File: src/rtl/risc_pkg.sv
// Shared definitions for the RISC memory arbiter: widths, FSM encoding, port ids.
package risc_pkg;

    localparam int unsigned DATA_W_DEF = 32;
    localparam int unsigned ADDR_W_DEF = 32;
    localparam int unsigned CNT_W      = 4;

    typedef enum logic [1:0] {
        IDLE    = 2'd0,
        RD_ADDR = 2'd1,
        RD_DATA = 2'd2,
        WR      = 2'd3
    } mem_arb_state_t;

    typedef logic port_id_t;

    localparam port_id_t PORT_I = 1'b0;
    localparam port_id_t PORT_D = 1'b1;

endpackage

File: src/rtl/risc_mem_arbiter_if.sv
// Core-side request ports and SRAM-side pins of the memory arbiter.
interface risc_mem_arbiter_if #(
    parameter int unsigned DATA_W = risc_pkg::DATA_W_DEF,
    parameter int unsigned ADDR_W = risc_pkg::ADDR_W_DEF
) ();

    logic              i_req;
    logic [ADDR_W-1:0] i_addr;
    logic              i_ack;
    logic              i_rvalid;
    logic [DATA_W-1:0] i_rdata;

    logic              d_req;
    logic              d_we;
    logic [ADDR_W-1:0] d_addr;
    logic [DATA_W-1:0] d_wdata;
    logic              d_ack;
    logic              d_rvalid;
    logic [DATA_W-1:0] d_rdata;

    logic              mem_cen;
    logic              mem_wen;
    logic              mem_oen;
    logic [ADDR_W-1:0] mem_addr;
    logic [DATA_W-1:0] mem_datain;
    logic [DATA_W-1:0] mem_dataout;

    // Core pipeline plus memory macro: drives requests and read data.
    modport master (
        output i_req, i_addr, d_req, d_we, d_addr, d_wdata, mem_dataout,
        input  i_ack, i_rvalid, i_rdata, d_ack, d_rvalid, d_rdata,
        input  mem_cen, mem_wen, mem_oen, mem_addr, mem_datain
    );

    // Arbiter: accepts requests and drives the memory pins.
    modport slave (
        input  i_req, i_addr, d_req, d_we, d_addr, d_wdata, mem_dataout,
        output i_ack, i_rvalid, i_rdata, d_ack, d_rvalid, d_rdata,
        output mem_cen, mem_wen, mem_oen, mem_addr, mem_datain
    );

endinterface

File: src/rtl/risc_mem_arbiter.sv
// Shares one single-port SRAM between instruction fetch and load/store,
// data first, with a bounded starvation guard for fetch.
module risc_mem_arbiter
    import risc_pkg::*;
#(
    parameter int unsigned DATA_W     = DATA_W_DEF,
    parameter int unsigned ADDR_W     = ADDR_W_DEF,
    parameter int unsigned STARVE_MAX = 4
) (
    input  logic              clk,
    input  logic              rst_n,
    risc_mem_arbiter_if.slave bus
);

    mem_arb_state_t    state;
    port_id_t          owner;
    logic [CNT_W-1:0]  starve_cnt;

    logic              cen_q;
    logic              wen_q;
    logic              oen_q;
    logic [ADDR_W-1:0] addr_q;
    logic [DATA_W-1:0] wdata_q;
    logic [DATA_W-1:0] i_rdata_q;
    logic [DATA_W-1:0] d_rdata_q;
    logic              i_rvalid_q;
    logic              d_rvalid_q;

    logic              slot;
    logic              starved;
    logic              grant_i;
    logic              grant_d;

    // Winner selection; acks are combinational on req within a slot cycle.
    always_comb begin
        slot    = (state == IDLE) || (state == RD_DATA) || (state == WR);
        starved = bus.i_req && (starve_cnt == CNT_W'(STARVE_MAX));
        grant_i = 1'b0;
        grant_d = 1'b0;
        if (slot) begin
            if (starved) begin
                grant_i = 1'b1;
            end else if (bus.d_req) begin
                grant_d = 1'b1;
            end else if (bus.i_req) begin
                grant_i = 1'b1;
            end
        end
    end

    // FSM, request latching, memory drive, read completion and starvation count.
    always_ff @(posedge clk or negedge rst_n) begin
        if (!rst_n) begin
            state      <= IDLE;
            owner      <= PORT_I;
            starve_cnt <= '0;
            cen_q      <= 1'b1;
            wen_q      <= 1'b1;
            oen_q      <= 1'b1;
            addr_q     <= '0;
            wdata_q    <= '0;
            i_rdata_q  <= '0;
            d_rdata_q  <= '0;
            i_rvalid_q <= 1'b0;
            d_rvalid_q <= 1'b0;
        end else begin
            i_rvalid_q <= 1'b0;
            d_rvalid_q <= 1'b0;

            if (state == RD_DATA) begin
                if (owner == PORT_D) begin
                    d_rdata_q  <= bus.mem_dataout;
                    d_rvalid_q <= 1'b1;
                end else begin
                    i_rdata_q  <= bus.mem_dataout;
                    i_rvalid_q <= 1'b1;
                end
            end

            if (grant_d) begin
                owner  <= PORT_D;
                addr_q <= bus.d_addr;
                cen_q  <= 1'b0;
                if (bus.d_we) begin
                    state   <= WR;
                    wen_q   <= 1'b0;
                    oen_q   <= 1'b1;
                    wdata_q <= bus.d_wdata;
                end else begin
                    state <= RD_ADDR;
                    wen_q <= 1'b1;
                    oen_q <= 1'b0;
                end
            end else if (grant_i) begin
                owner  <= PORT_I;
                addr_q <= bus.i_addr;
                state  <= RD_ADDR;
                cen_q  <= 1'b0;
                wen_q  <= 1'b1;
                oen_q  <= 1'b0;
            end else if (state == RD_ADDR) begin
                state <= RD_DATA;
            end else begin
                state <= IDLE;
                cen_q <= 1'b1;
                wen_q <= 1'b1;
                oen_q <= 1'b1;
            end

            if (!bus.i_req || grant_i) begin
                starve_cnt <= '0;
            end else if (grant_d && (starve_cnt != '1)) begin
                starve_cnt <= starve_cnt + CNT_W'(1);
            end
        end
    end

    assign bus.i_ack      = grant_i;
    assign bus.d_ack      = grant_d;
    assign bus.i_rvalid   = i_rvalid_q;
    assign bus.d_rvalid   = d_rvalid_q;
    assign bus.i_rdata    = i_rdata_q;
    assign bus.d_rdata    = d_rdata_q;
    assign bus.mem_cen    = cen_q;
    assign bus.mem_wen    = wen_q;
    assign bus.mem_oen    = oen_q;
    assign bus.mem_addr   = addr_q;
    assign bus.mem_datain = wdata_q;

endmodule

File: src/flat_wrapper.sv
// flat-port wrapper written by rule: the top's interface ports become plain ports
module risc_mem_arbiter_flat import risc_pkg::*;
#(
    parameter int unsigned DATA_W     = DATA_W_DEF,
    parameter int unsigned ADDR_W     = ADDR_W_DEF,
    parameter int unsigned STARVE_MAX = 4
)
  (clk, rst_n, bus_i_req, bus_i_addr, bus_d_req, bus_d_we, bus_d_addr, bus_d_wdata, bus_mem_dataout, bus_i_ack, bus_i_rvalid, bus_i_rdata, bus_d_ack, bus_d_rvalid, bus_d_rdata, bus_mem_cen, bus_mem_wen, bus_mem_oen, bus_mem_addr, bus_mem_datain);
  risc_mem_arbiter_if #(.DATA_W(DATA_W), .ADDR_W(ADDR_W)) bus_i ();
  input  logic clk;
  input  logic rst_n;
  input wire logic [$bits(bus_i.i_req)-1:0] bus_i_req;
  input wire logic [$bits(bus_i.i_addr)-1:0] bus_i_addr;
  input wire logic [$bits(bus_i.d_req)-1:0] bus_d_req;
  input wire logic [$bits(bus_i.d_we)-1:0] bus_d_we;
  input wire logic [$bits(bus_i.d_addr)-1:0] bus_d_addr;
  input wire logic [$bits(bus_i.d_wdata)-1:0] bus_d_wdata;
  input wire logic [$bits(bus_i.mem_dataout)-1:0] bus_mem_dataout;
  output wire logic [$bits(bus_i.i_ack)-1:0] bus_i_ack;
  output wire logic [$bits(bus_i.i_rvalid)-1:0] bus_i_rvalid;
  output wire logic [$bits(bus_i.i_rdata)-1:0] bus_i_rdata;
  output wire logic [$bits(bus_i.d_ack)-1:0] bus_d_ack;
  output wire logic [$bits(bus_i.d_rvalid)-1:0] bus_d_rvalid;
  output wire logic [$bits(bus_i.d_rdata)-1:0] bus_d_rdata;
  output wire logic [$bits(bus_i.mem_cen)-1:0] bus_mem_cen;
  output wire logic [$bits(bus_i.mem_wen)-1:0] bus_mem_wen;
  output wire logic [$bits(bus_i.mem_oen)-1:0] bus_mem_oen;
  output wire logic [$bits(bus_i.mem_addr)-1:0] bus_mem_addr;
  output wire logic [$bits(bus_i.mem_datain)-1:0] bus_mem_datain;
  assign bus_i.i_req = bus_i_req;
  assign bus_i.i_addr = bus_i_addr;
  assign bus_i.d_req = bus_d_req;
  assign bus_i.d_we = bus_d_we;
  assign bus_i.d_addr = bus_d_addr;
  assign bus_i.d_wdata = bus_d_wdata;
  assign bus_i.mem_dataout = bus_mem_dataout;
  assign bus_i_ack = bus_i.i_ack;
  assign bus_i_rvalid = bus_i.i_rvalid;
  assign bus_i_rdata = bus_i.i_rdata;
  assign bus_d_ack = bus_i.d_ack;
  assign bus_d_rvalid = bus_i.d_rvalid;
  assign bus_d_rdata = bus_i.d_rdata;
  assign bus_mem_cen = bus_i.mem_cen;
  assign bus_mem_wen = bus_i.mem_wen;
  assign bus_mem_oen = bus_i.mem_oen;
  assign bus_mem_addr = bus_i.mem_addr;
  assign bus_mem_datain = bus_i.mem_datain;
  risc_mem_arbiter #(.DATA_W(DATA_W), .ADDR_W(ADDR_W), .STARVE_MAX(STARVE_MAX)) u_core (.clk(clk), .rst_n(rst_n), .bus(bus_i));
endmodule
File: config.mk
export PLATFORM = sky130hd
export DESIGN_NAME = risc_mem_arbiter_flat
export DESIGN_NICKNAME = d
export VERILOG_FILES = /design/src/rtl/risc_pkg.sv /design/src/rtl/risc_mem_arbiter_if.sv /design/src/rtl/risc_mem_arbiter.sv /design/src/flat_wrapper.sv
export SDC_FILE = /design/constraint.sdc
export NUM_CORES = 1
export LEC_CHECK = 0
export CAP_MARGIN = 25
export CORE_ASPECT_RATIO = 0.7
export CORE_UTILIZATION = 43
export CTS_BUF_LIST = sky130_fd_sc_hd__clkbuf_2 sky130_fd_sc_hd__clkbuf_4 sky130_fd_sc_hd__clkbuf_8
export DETAILED_ROUTE_END_ITERATION = 8
export PLACE_DENSITY = 0.82
export SETUP_SLACK_MARGIN = 0.3
export SYNTH_ARGS = -nofsm -noshare
export SYNTH_HDL_FRONTEND = slang
export SYNTH_SLANG_ARGS = --single-unit
File: constraint.sdc
create_clock -name clk -period 2 [get_ports clk]
set_input_delay 0.3 -clock clk [delete_from_list [all_inputs] [get_ports clk]]
set_output_delay 0.3 -clock clk [all_outputs]
set_load 0.01 [all_outputs]
==> results of run 1 <==
==> per-layer routing <==
| layer | track usage | share of wire | vias up |
|---|---|---|---|
| met4 | 0.0794 | 0.018 | 0 |
| met5 | 0 | 0 | - |
| li1 | - | - | 2206 |
| met3 | 0.0727 | 0.083 | 35 |
| met1 | 0.292 | 0.41 | 2439 |
| met2 | 0.421 | 0.49 | 298 |
==> cells in the final DEF, fill, tap and decap left out, types with 8 or more instances in the layout <==
cell type,instances
buf_12,9
buf_4,19
buf_6,8
clkbuf_8,18
clkdlybuf4s50_1,175
dfrtp_1,137
dlymetal6s2s_1,83
inv_1,36
mux2_2,65
mux2_4,27
nand4_1,32
o21ai_0,32
o311ai_1,31
==> synthesized netlist by cell type, types with 3 or more instances <==
cell type	number
nand4_1	32
buf_4	3
a21oi_1	4
a211oi_1	4
mux2_2	67
inv_1	38
clkbuf_1	18
o21ai_0	32
o311ai_1	30
dfstp_2	3
buf_2	12
dfrtp_1	137
mux2_1	29
nor2_1	5
nand3_1	3
==> worst paths after layout <==
| path | depth (start not counted) | start | to | slack [ns] |
|---|---|---|---|---|
| setup / recovery | 5 | u_core.starve_cnt[1] | bus_i_ack | 0.08 |
| hold / removal | 2 | rst_n | u_core.bus.i_rdata[9] | 0.38 |
| setup reg to reg | 9 | u_core.starve_cnt[1] | u_core.bus.mem_datain[31] | 0.18 |
| hold reg to reg | 1 | u_core.bus.i_rdata[27] | u_core.bus.i_rdata[27] | 0.50 |
| max in group asynchronous | 3 | rst_n | u_core.bus.d_rdata[6] | 0.95 |
| min in group clk | 3 | bus_i_addr[15] | u_core.bus.mem_addr[15] | 0.43 |
==> cells by family after synthesis <==
logic type	count (synthesis)	share of synthesized area
compound gates	79	0.0939
fa+ha+maj	2	0.00431
buf+inv	72	0.0511
flops	140	0.604
mux	96	0.186
simple gates	52	0.0607
==> registers in the layout (all words and copies together) (netlist names), 2 cells and up <==
| signal | flops |
|---|---|
| u_core.bus.d_rdata | 32 |
| u_core.bus.i_rdata | 32 |
| u_core.bus.mem_addr | 32 |
| u_core.bus.mem_datain | 32 |
| u_core.starve_cnt | 4 |
| u_core.state | 2 |
==> cell type report <==
class	count	share of cell area
well taps	185	0.0234
flip-flops and latches	140	0.355
clock inverters	13	0.0143
multi-input cells	229	0.219
inverters	39	0.0151
clock buffers	19	0.0258
repair buffers	309	0.348
==> timing repair <==
action | CTS | global route
resized for setup | 21 | 130
buffers inserted | 3 | 4
hold buffers | 1 | 0
cloned | 0 | 7
endpoints found under the hold margin | 49 | 0
pin swaps | 4 | 2
endpoints found under the setup margin | 74 | 153
==> power by group through the flow <==
stage	combinational, mW	sequential [mW]	clock (mW)
2_1_floorplan	1.26	4.93	0
3_3_place_gp	4.54	4.43	0
3_5_place_dp	4.67	4.51	0
4_1_cts	4.67	4.45	2.35
5_1_grt	5.00	4.58	2.48
6_report	4.73	4.44	2.29
==> reports/summary.txt, run 1 <==
status: completed
Internal: 7.89 mW
Tot Pwr: 11.5 mW
Mapped Nets: 576
Post-Syn Area: 5810 um^2
endpoints failing hold: 0
Async S/R FF share, synth: 1.00
max frequency: 0.521 GHz
Die Y: 99.2 um
Post-synth EDFFs: 0
Placer Congestion: 0.811
drt pass-1 iters: 5
# port buffers: 267
synthesis warning total: 0
tightest hold margin: 0.382 ns
Slew Limit Fails: 0
placed cell area: 8860 um^2
Initial Util: 0.441
Seq. cell area: 3510 um^2
wire per inst: 19.5 um
crit path time final: 1.92 ns
crit path setup slack, layout: 0.0824 ns
sw frac: 0.312
clock buffer count from CTS: 17
Placed Cells: 887
critical path required time: 1.70 ns
Psw: 3.58 mW
Slew @ Worst Pin: 0.660 ns
Synth area leaders: dfrtp_1 59%, mux2_2 13%, mux2_1 5.6%, o311ai_1 4.5%, nand4_1 3.4%
CTS tree: yes
HPWL Detailed: 11.9 mm
Post-Layout Cell Count: 934
DRT Wirelength: 18.2 mm
Max transition margin: 0.559
Gate power share: 0.413
GR Util All Layers: 0.243
share of the synthesized area in the top cell type: 0.590
Max clock buf depth: 2
GR Overflow Total: 0
Hold Path Class: primary input to asynchronous set/reset pin
slowest stage delay, CP: 0.39 ns
vias in the first global route: 5034
final net count: 871
critical path fanouts, max: 2
DR DRC count: 0
final core utilization: 0.750
number of diodes: 0
Fillers: 798
clock power share: 0.200
Post-DRT Antenna Nets: 0
final period utilization: 0.959
Data arrival, critical path: 1.62 ns
multi-input logic area: 2170 um^2
Die ar.: 14000 um^2
DRT iter0 DRCs: 275
Most used DFF post-synth: dfrtp_1
Worst-path clk slew: 0.08 ns
sequential-to-total area share from yosys stat: 0.604
clk_skew: 0.0118 ns
H-tree Lvls: 4
row cnt: 35
#FFs+latches synth: 140
dpl ws: -0.288 ns
sequential share of power: 0.387
Vias/cell: 5.33
IO Pins: 268
worst-path cell chain: inv_2 -> ha_4 -> nand3b_1 -> a211oi_2 -> buf_2
total negative slack: 0 ns
CP startpoint kind: flip-flop
Max VDD drop: 0.747 mV
Buf/Inv on CP: 2
DIE WIDTH: 141 um
Clock Sinks: 140
Root Driver: clkbuf_8
via count: 4978
Max Cap Viol: 0
Setup CP Type: flip-flop to primary output
first-pass GRT wire length: 26.2 mm
largest net degree at the start of global routing: 55
share of cells above drive strength 1: 0.247
Netlist cell types: 34
leak pwr: 4.96 nW
Final Setup Violations: 0
cell taking the most area after synthesis: dfrtp_1
CP max stage cell: dfrtp_1
cell family with most CP delay: flip-flops
clk_lat worst skew: 0.44 ns
Post-Synthesis Cells: 441
initial antenna violation count: 0
design area: 9890 um^2
Avg Cell Area, Syn: 13.2 um^2
Area Overhead vs Synth: 70.2%
pwr dens: 1160 nW/um^2
unrepaired setup endpoints after global routing: true
core area: 13200 um^2
CP Capture Type: primary output
Note: power is estimated with default switching activity, not from simulation.
==> run 2, diff against run 1 <==
--- a/config.mk
+++ b/config.mk
@@ -7,10 +7,10 @@
 export LEC_CHECK = 0
 export CAP_MARGIN = 25
 export CORE_ASPECT_RATIO = 0.7
-export CORE_UTILIZATION = 43
+export CORE_UTILIZATION = 46
 export CTS_BUF_LIST = sky130_fd_sc_hd__clkbuf_2 sky130_fd_sc_hd__clkbuf_4 sky130_fd_sc_hd__clkbuf_8
 export DETAILED_ROUTE_END_ITERATION = 8
-export PLACE_DENSITY = 0.82
+export PLACE_DENSITY = 0.87
 export SETUP_SLACK_MARGIN = 0.3
 export SYNTH_ARGS = -nofsm -noshare
 export SYNTH_HDL_FRONTEND = slang
==> constraint.sdc (replaced) <==
create_clock -name clk -period 2.25 [get_ports clk]
set_input_delay 0.3375 -clock clk [delete_from_list [all_inputs] [get_ports clk]]
set_output_delay 0.3375 -clock clk [all_outputs]
set_load 0.01 [all_outputs]
==> run 2 against run 1 <==
Sequential power decreased by 11%. Count of clock-buffer cells in the layout decreased by 1. Via count decreased by 3.4%. Worst hold slack improved by 0.099 ns. Final cell count decreased by 4.7%. Power decreased by 12%. Core utilization increased by 1.5 points. Design area decreased by 7.0%. First-iteration DRC count increased by 2.9%.
==> reports/summary.txt, run 2 (synthesized netlist as in run 1, its figures left out) <==
critical path required time: 1.91 ns
Die ar.: 13100 um^2
first-pass GRT wire length: 25.0 mm
Vias/cell: 5.40
most frequent cells in the layout: 264 x clkdlybuf4s50_1, 137 x dfrtp_1, 67 x mux2_2, 36 x inv_1
Internal: 7.07 mW
Gate power share: 0.402
Psw: 3.04 mW
max frequency: 0.529 GHz
GR Layer Usage met3: 0.0674
clock power share: 0.205
Max Cap Viol: 0
largest net degree at the start of global routing: 68
initial antenna violation count: 0
design area: 9200 um^2
CP Capture Type: primary output
number of diodes: 0
unrepaired setup endpoints after global routing: true
Placer Congestion: 0.836
endpoints failing hold: 0
DRT Wirelength: 16.0 mm
final net count: 856
Final Setup Violations: 0
drt pass-1 iters: 5
CTS tree: yes
pwr dens: 1100 nW/um^2
Worst R2R Start: u_core.starve_cnt[1]
GR Util All Layers: 0.251
Worst-path clk slew: 0.08 ns
commonest non-fill, non-tap cell in the layout: clkdlybuf4s50_1
# port buffers: 267
crit path time final: 1.89 ns
R2R Path End: u_core.starve_cnt[2]
Hold Path Class: primary input to asynchronous set/reset pin
Max VDD drop: 0.703 mV
DRT iter0 DRCs: 283
Slew Limit Fails: 0
status: completed
HPWL Detailed: 11.7 mm
critical path fanouts, max: 3
placed cell area: 8710 um^2
DIE WIDTH: 136 um
Fillers: 732
wire per inst: 18.0 um
Setup CP Type: flip-flop to primary output
sequential share of power: 0.393
sw frac: 0.301
Reg2Reg Depth: 7
row cnt: 33
clk_lat worst skew: 0.42 ns
Area Overhead vs Synth: 58.3%
Post-DRT Antenna Nets: 0
clk_skew: 0.0155 ns
worst reg-to-reg setup slack: 0.53 ns
Max transition margin: 0.585
met1 GRT Util: 0.298
CP startpoint kind: flip-flop
vias in the first global route: 4930
clock buffer count from CTS: 17
final period utilization: 0.841
core area: 12000 um^2
Initial Util: 0.483
GR Overflow Total: 0
via count: 4809
total negative slack: 0 ns
Root Driver: clkbuf_8
DR DRC count: 0
IO Pins: 268
Clock Sinks: 140
Die Y: 96.0 um
Max clock buf depth: 2
GR Layer Usage met2: 0.445
share of cells above drive strength 1: 0.194
leak pwr: 3.83 nW
H-tree Lvls: 4
busiest grt layer: met2
Slew @ Worst Pin: 0.622 ns
Data arrival, critical path: 1.55 ns
-- run 2: changes by cell type in the layout (fill, tap and decap cells not counted), moves of 5 or more --
cell	delta
clkbuf_16	-6
buf_12	-7
mux2_4	-27
dlygate4sd2_1	-6
buf_6	-7
clkdlybuf4s50_1	+89
mux2_1	+25
dlymetal6s2s_1	-83
buf_4	+5
-- run 2: layout make-up --
class | instances | area [um^2] | area share
multi-input combinational | 229 | 2040 | 0.221
clock buffer | 18 | 241 | 0.0263
tap | 157 | 196 | 0.0214
timing repair buffer | 294 | 2900 | 0.315
inverter | 39 | 146 | 0.0159
sequential | 140 | 3510 | 0.381
clock inverter | 13 | 168 | 0.0182
-- run 2: worst max path at each step --
stage                                     from                        end  slack, ns  cells past startpoint
after CTS                 u_core.starve_cnt[1]                  bus_d_ack       0.30                      6
after global routing      u_core.starve_cnt[1]                  bus_i_ack       0.28                      5
after global placement               bus_i_req                  bus_d_ack       0.10                      6
after detailed placement             bus_d_req    u_core.bus.mem_addr[31]       0.08                      6
after floorplan           u_core.starve_cnt[0]  u_core.bus.mem_datain[10]       0.61                      6
final                     u_core.starve_cnt[1]                  bus_d_ack       0.36                      6
-- run 2: repair_timing --
item                                   4_1_cts  5_1_grt
setup endpoints to repair                    2        2
endpoints found under the hold margin       63        0
buffers inserted                             4        3
resized for setup                           13        0
pin swaps                                    2        2
hold buffers                                 1        0
-- run 2: power by group through the flow --
stage / Combinational (mW) / Sequential (mW) / Clock (mW)
final: 4.06 / 3.97 / 2.07
after global routing: 4.34 / 4.09 / 2.22
after CTS: 4.10 / 3.98 / 2.12
after detailed placement: 4.07 / 4.02 / 0
after global placement: 3.97 / 3.94 / 0
after floorplan: 1.12 / 4.39 / 0
-- run 2: per-stage QoR --
step                      std cells  power, mW  hold WS, ns   util  setup slack (ns)
after floorplan                 441       5.51       0.0419      -             0.612
final                           890       10.1        0.482  0.765             0.358
after CTS                       887       10.2        0.465  0.764             0.300
after global placement          851       7.91        0.361  0.725             0.104
after detailed placement        851       8.09        0.373  0.725            0.0755
after global routing            890       10.7        0.478  0.765             0.280
-- run 2: critical path: stages, from the launching register on --
cell and delay, ns:
dfrtp_1 0.40, inv_2 0.09, ha_4 0.15, nand4b_4 0.12
nand3_2 0.12, inv_2 0.05, clkdlybuf4s15_2 0.22
-- run 2: routing by layer --
metal  wire, um  vias to the layer above  part of all wire
met5          0                        -                 0
met4        199                        0             0.012
met3       1200                       16             0.075
met2       8240                      221              0.52
met1       6340                     2408              0.40
li1           -                     2164                 -
==> run 3, diff against run 2 <==
--- a/config.mk
+++ b/config.mk
@@ -7,10 +7,10 @@
 export LEC_CHECK = 0
 export CAP_MARGIN = 25
 export CORE_ASPECT_RATIO = 0.7
-export CORE_UTILIZATION = 46
+export CORE_UTILIZATION = 39
 export CTS_BUF_LIST = sky130_fd_sc_hd__clkbuf_2 sky130_fd_sc_hd__clkbuf_4 sky130_fd_sc_hd__clkbuf_8
 export DETAILED_ROUTE_END_ITERATION = 8
-export PLACE_DENSITY = 0.87
+export PLACE_DENSITY = 0.78
 export SETUP_SLACK_MARGIN = 0.3
 export SYNTH_ARGS = -nofsm -noshare
 export SYNTH_HDL_FRONTEND = slang
==> constraint.sdc (replaced) <==
create_clock -name clk -period 1.6 [get_ports clk]
set_input_delay 0.24 -clock clk [delete_from_list [all_inputs] [get_ports clk]]
set_output_delay 0.24 -clock clk [all_outputs]
set_load 0.01 [all_outputs]
==> run 3 against run 2 <==
The run now ends with negative setup slack left. Die area rose by 18%. Critical path depth is 2 higher. Clock power up 44%. Design area increased by 13%. Combinational power increased by 69%. Critical path type is now flip-flop to flip-flop. Largest cell class unchanged.
==> reports/summary.txt, run 3 (synthesized netlist as in run 1, its figures left out) <==
initial antenna violation count: 0
status: complete, but fails checks
Die Y: 104 um
failing checks: negative setup slack
GR Overflow Total: 0
IO Pins: 268
critical path fanouts, max: 6
Reg2Reg Depth: 8
Seq. cell area: 3510 um^2
clk_skew: 0.0118 ns
# port buffers: 267
final net count: 915
most frequent cells in the layout: 137 x dfrtp_1, 131 x clkdlybuf4s50_1, 130 x buf_2, 94 x mux2_4, 42 x buf_4
Max VDD drop: 0.685 mV
Metal-1 WL: 8.39 mm
CP Capture Type: flip-flop
CP max stage cell: dfrtp_1
number of diodes: 0
DIE WIDTH: 148 um
Max transition margin: 0.743
clk_lat worst skew: 0.45 ns
final period utilization: 1.13
unrepaired setup endpoints after global routing: true
via count: 5292
DR top layer: met4
leak pwr: 4.91 nW
GR Util All Layers: 0.246
Slew Limit Fails: 0
worst-path cell chain: inv_2 -> ha_4 -> buf_6 -> nand4b_4 -> buf_6 -> nand4_4 -> clkbuf_16 -> mux2_4
endpoints failing hold: 0
Data arrival, critical path: 2.14 ns
HPWL Detailed: 12.0 mm
worst reg-to-reg setup slack: -0.21 ns
Die ar.: 15400 um^2
placed cell area: 9030 um^2
Post-DRT Antenna Nets: 0
share of cells above drive strength 1: 0.515
row cnt: 36
crit path time final: 1.81 ns
Root Driver: clkbuf_8
CP dominant cell by count: buf_6
DR DRC count: 0
Fillers: 929
Slew @ Worst Pin: 0.386 ns
Tot Pwr: 15.5 mW
H-tree Lvls: 4
Worst R2R Start: u_core.starve_cnt[0]
met2 WL: 10.3 mm
Max clock buf depth: 2
metal3 WL: 1.66 mm
DRT Wirelength: 20.6 mm
first-pass GRT wire length: 29.2 mm
largest net degree at the start of global routing: 50
Area Overhead vs Synth: 79.0%
wire per inst: 21.0 um
commonest non-fill, non-tap cell in the layout: dfrtp_1
vias in the first global route: 5303
critical path required time: 1.93 ns
DRT iter0 DRCs: 260
Worst-path clk slew: 0.08 ns
crit path setup slack, layout: -0.207 ns
slowest stage delay, CP: 0.37 ns
dpl ws: -0.358 ns
Placer Congestion: 0.867
drt pass-1 iters: 5
Final Setup Violations: 63
Initial Util: 0.408
design area: 10400 um^2
Max Cap Viol: 0
Vias/cell: 5.38
clock buffer count from CTS: 17
R2R Path End: u_core.bus.mem_datain[21]
final core utilization: 0.730
Setup CP Type: flip-flop to flip-flop
CTS tree: yes
core area: 14200 um^2
multi-input logic area: 2940 um^2
Clock Sinks: 140
pwr dens: 1490 nW/um^2
CP startpoint kind: flip-flop
Hold Path Class: primary input to asynchronous set/reset pin
max frequency: 0.553 GHz
## run 3: cell types whose count changed in the layout (fill, tap and decap cells not counted), sizes merged
cell | before | now
buf | 28 | 213
clkdlybuf4s50 | 264 | 131
clkbuf | 18 | 26
inv | 41 | 45
clkinv | 3 | 1
bufinv | 3 | 2
clkdlybuf4s15 | 1 | 0
## run 3: worst max-delay path by stage
| stage | endpoint | from | cells after the start | slack (ns) |
|---|---|---|---|---|
| finish | u_core.bus.mem_datain[21] | u_core.starve_cnt[0] | 8 | -0.21 |
| global route | bus_i_ack | u_core.starve_cnt[0] | 5 | -0.28 |
| CTS | bus_i_ack | u_core.starve_cnt[0] | 5 | -0.22 |
| detailed placement | bus_i_ack | bus_i_req | 4 | -0.36 |
| global placement | bus_i_ack | bus_i_req | 4 | -0.34 |
| floorplan | u_core.bus.mem_datain[10] | u_core.starve_cnt[0] | 6 | 0.09 |
## run 3: power breakdown
group	internal, mW	leakage, nW	switching [mW]
registers	4.86	1.65	0.773
logic	3.90	3.07	2.95
clock network	1.46	0.193	1.51
## run 3: metal layers
metal,track usage,up-vias
met3,0.0658,29
met5,0,-
met1,0.308,2679
met4,0.0722,0
met2,0.416,281
li1,-,2303
## run 3: timing repair
| item | CTS | global route |
|---|---|---|
| gates resized for setup | 628 | 95 |
| endpoints found under the hold margin | 32 | 0 |
| pin swaps | 8 | 20 |
| setup buffers | 31 | 7 |
| cloned | 5 | 11 |
| hold buffers | 1 | 0 |
| setup endpoints to repair | 273 | 144 |
## run 3: stage by stage
step	hold WS, ns	cells	setup TNS (ns)
after global placement	0.169	896	-12.45
after floorplan	-0.0556	441	0
after detailed placement	0.177	896	-14.74
final	0.265	983	-7.36
after global routing	0.279	983	-10.90
after CTS	0.253	965	-4.60
## run 3: worst max-delay path: cells and delay by family, from the launching register on
kind	cells	cell delay (ns)
AND/OR/NAND/NOR	2	0.30
multiplexers	1	0.30
flip-flops	1	0.37
adder cells (fa/ha/maj)	1	0.16
buffers and inverters	4	0.57
## run 3: layout make-up
cell class | instances | share of cell area
well taps | 190 | 0.0229
clock inverters | 14 | 0.0154
multi-input cells | 229 | 0.283
inverters | 39 | 0.0143
clock buffers | 18 | 0.0238
flip-flops and latches | 140 | 0.337
repair buffers | 353 | 0.303
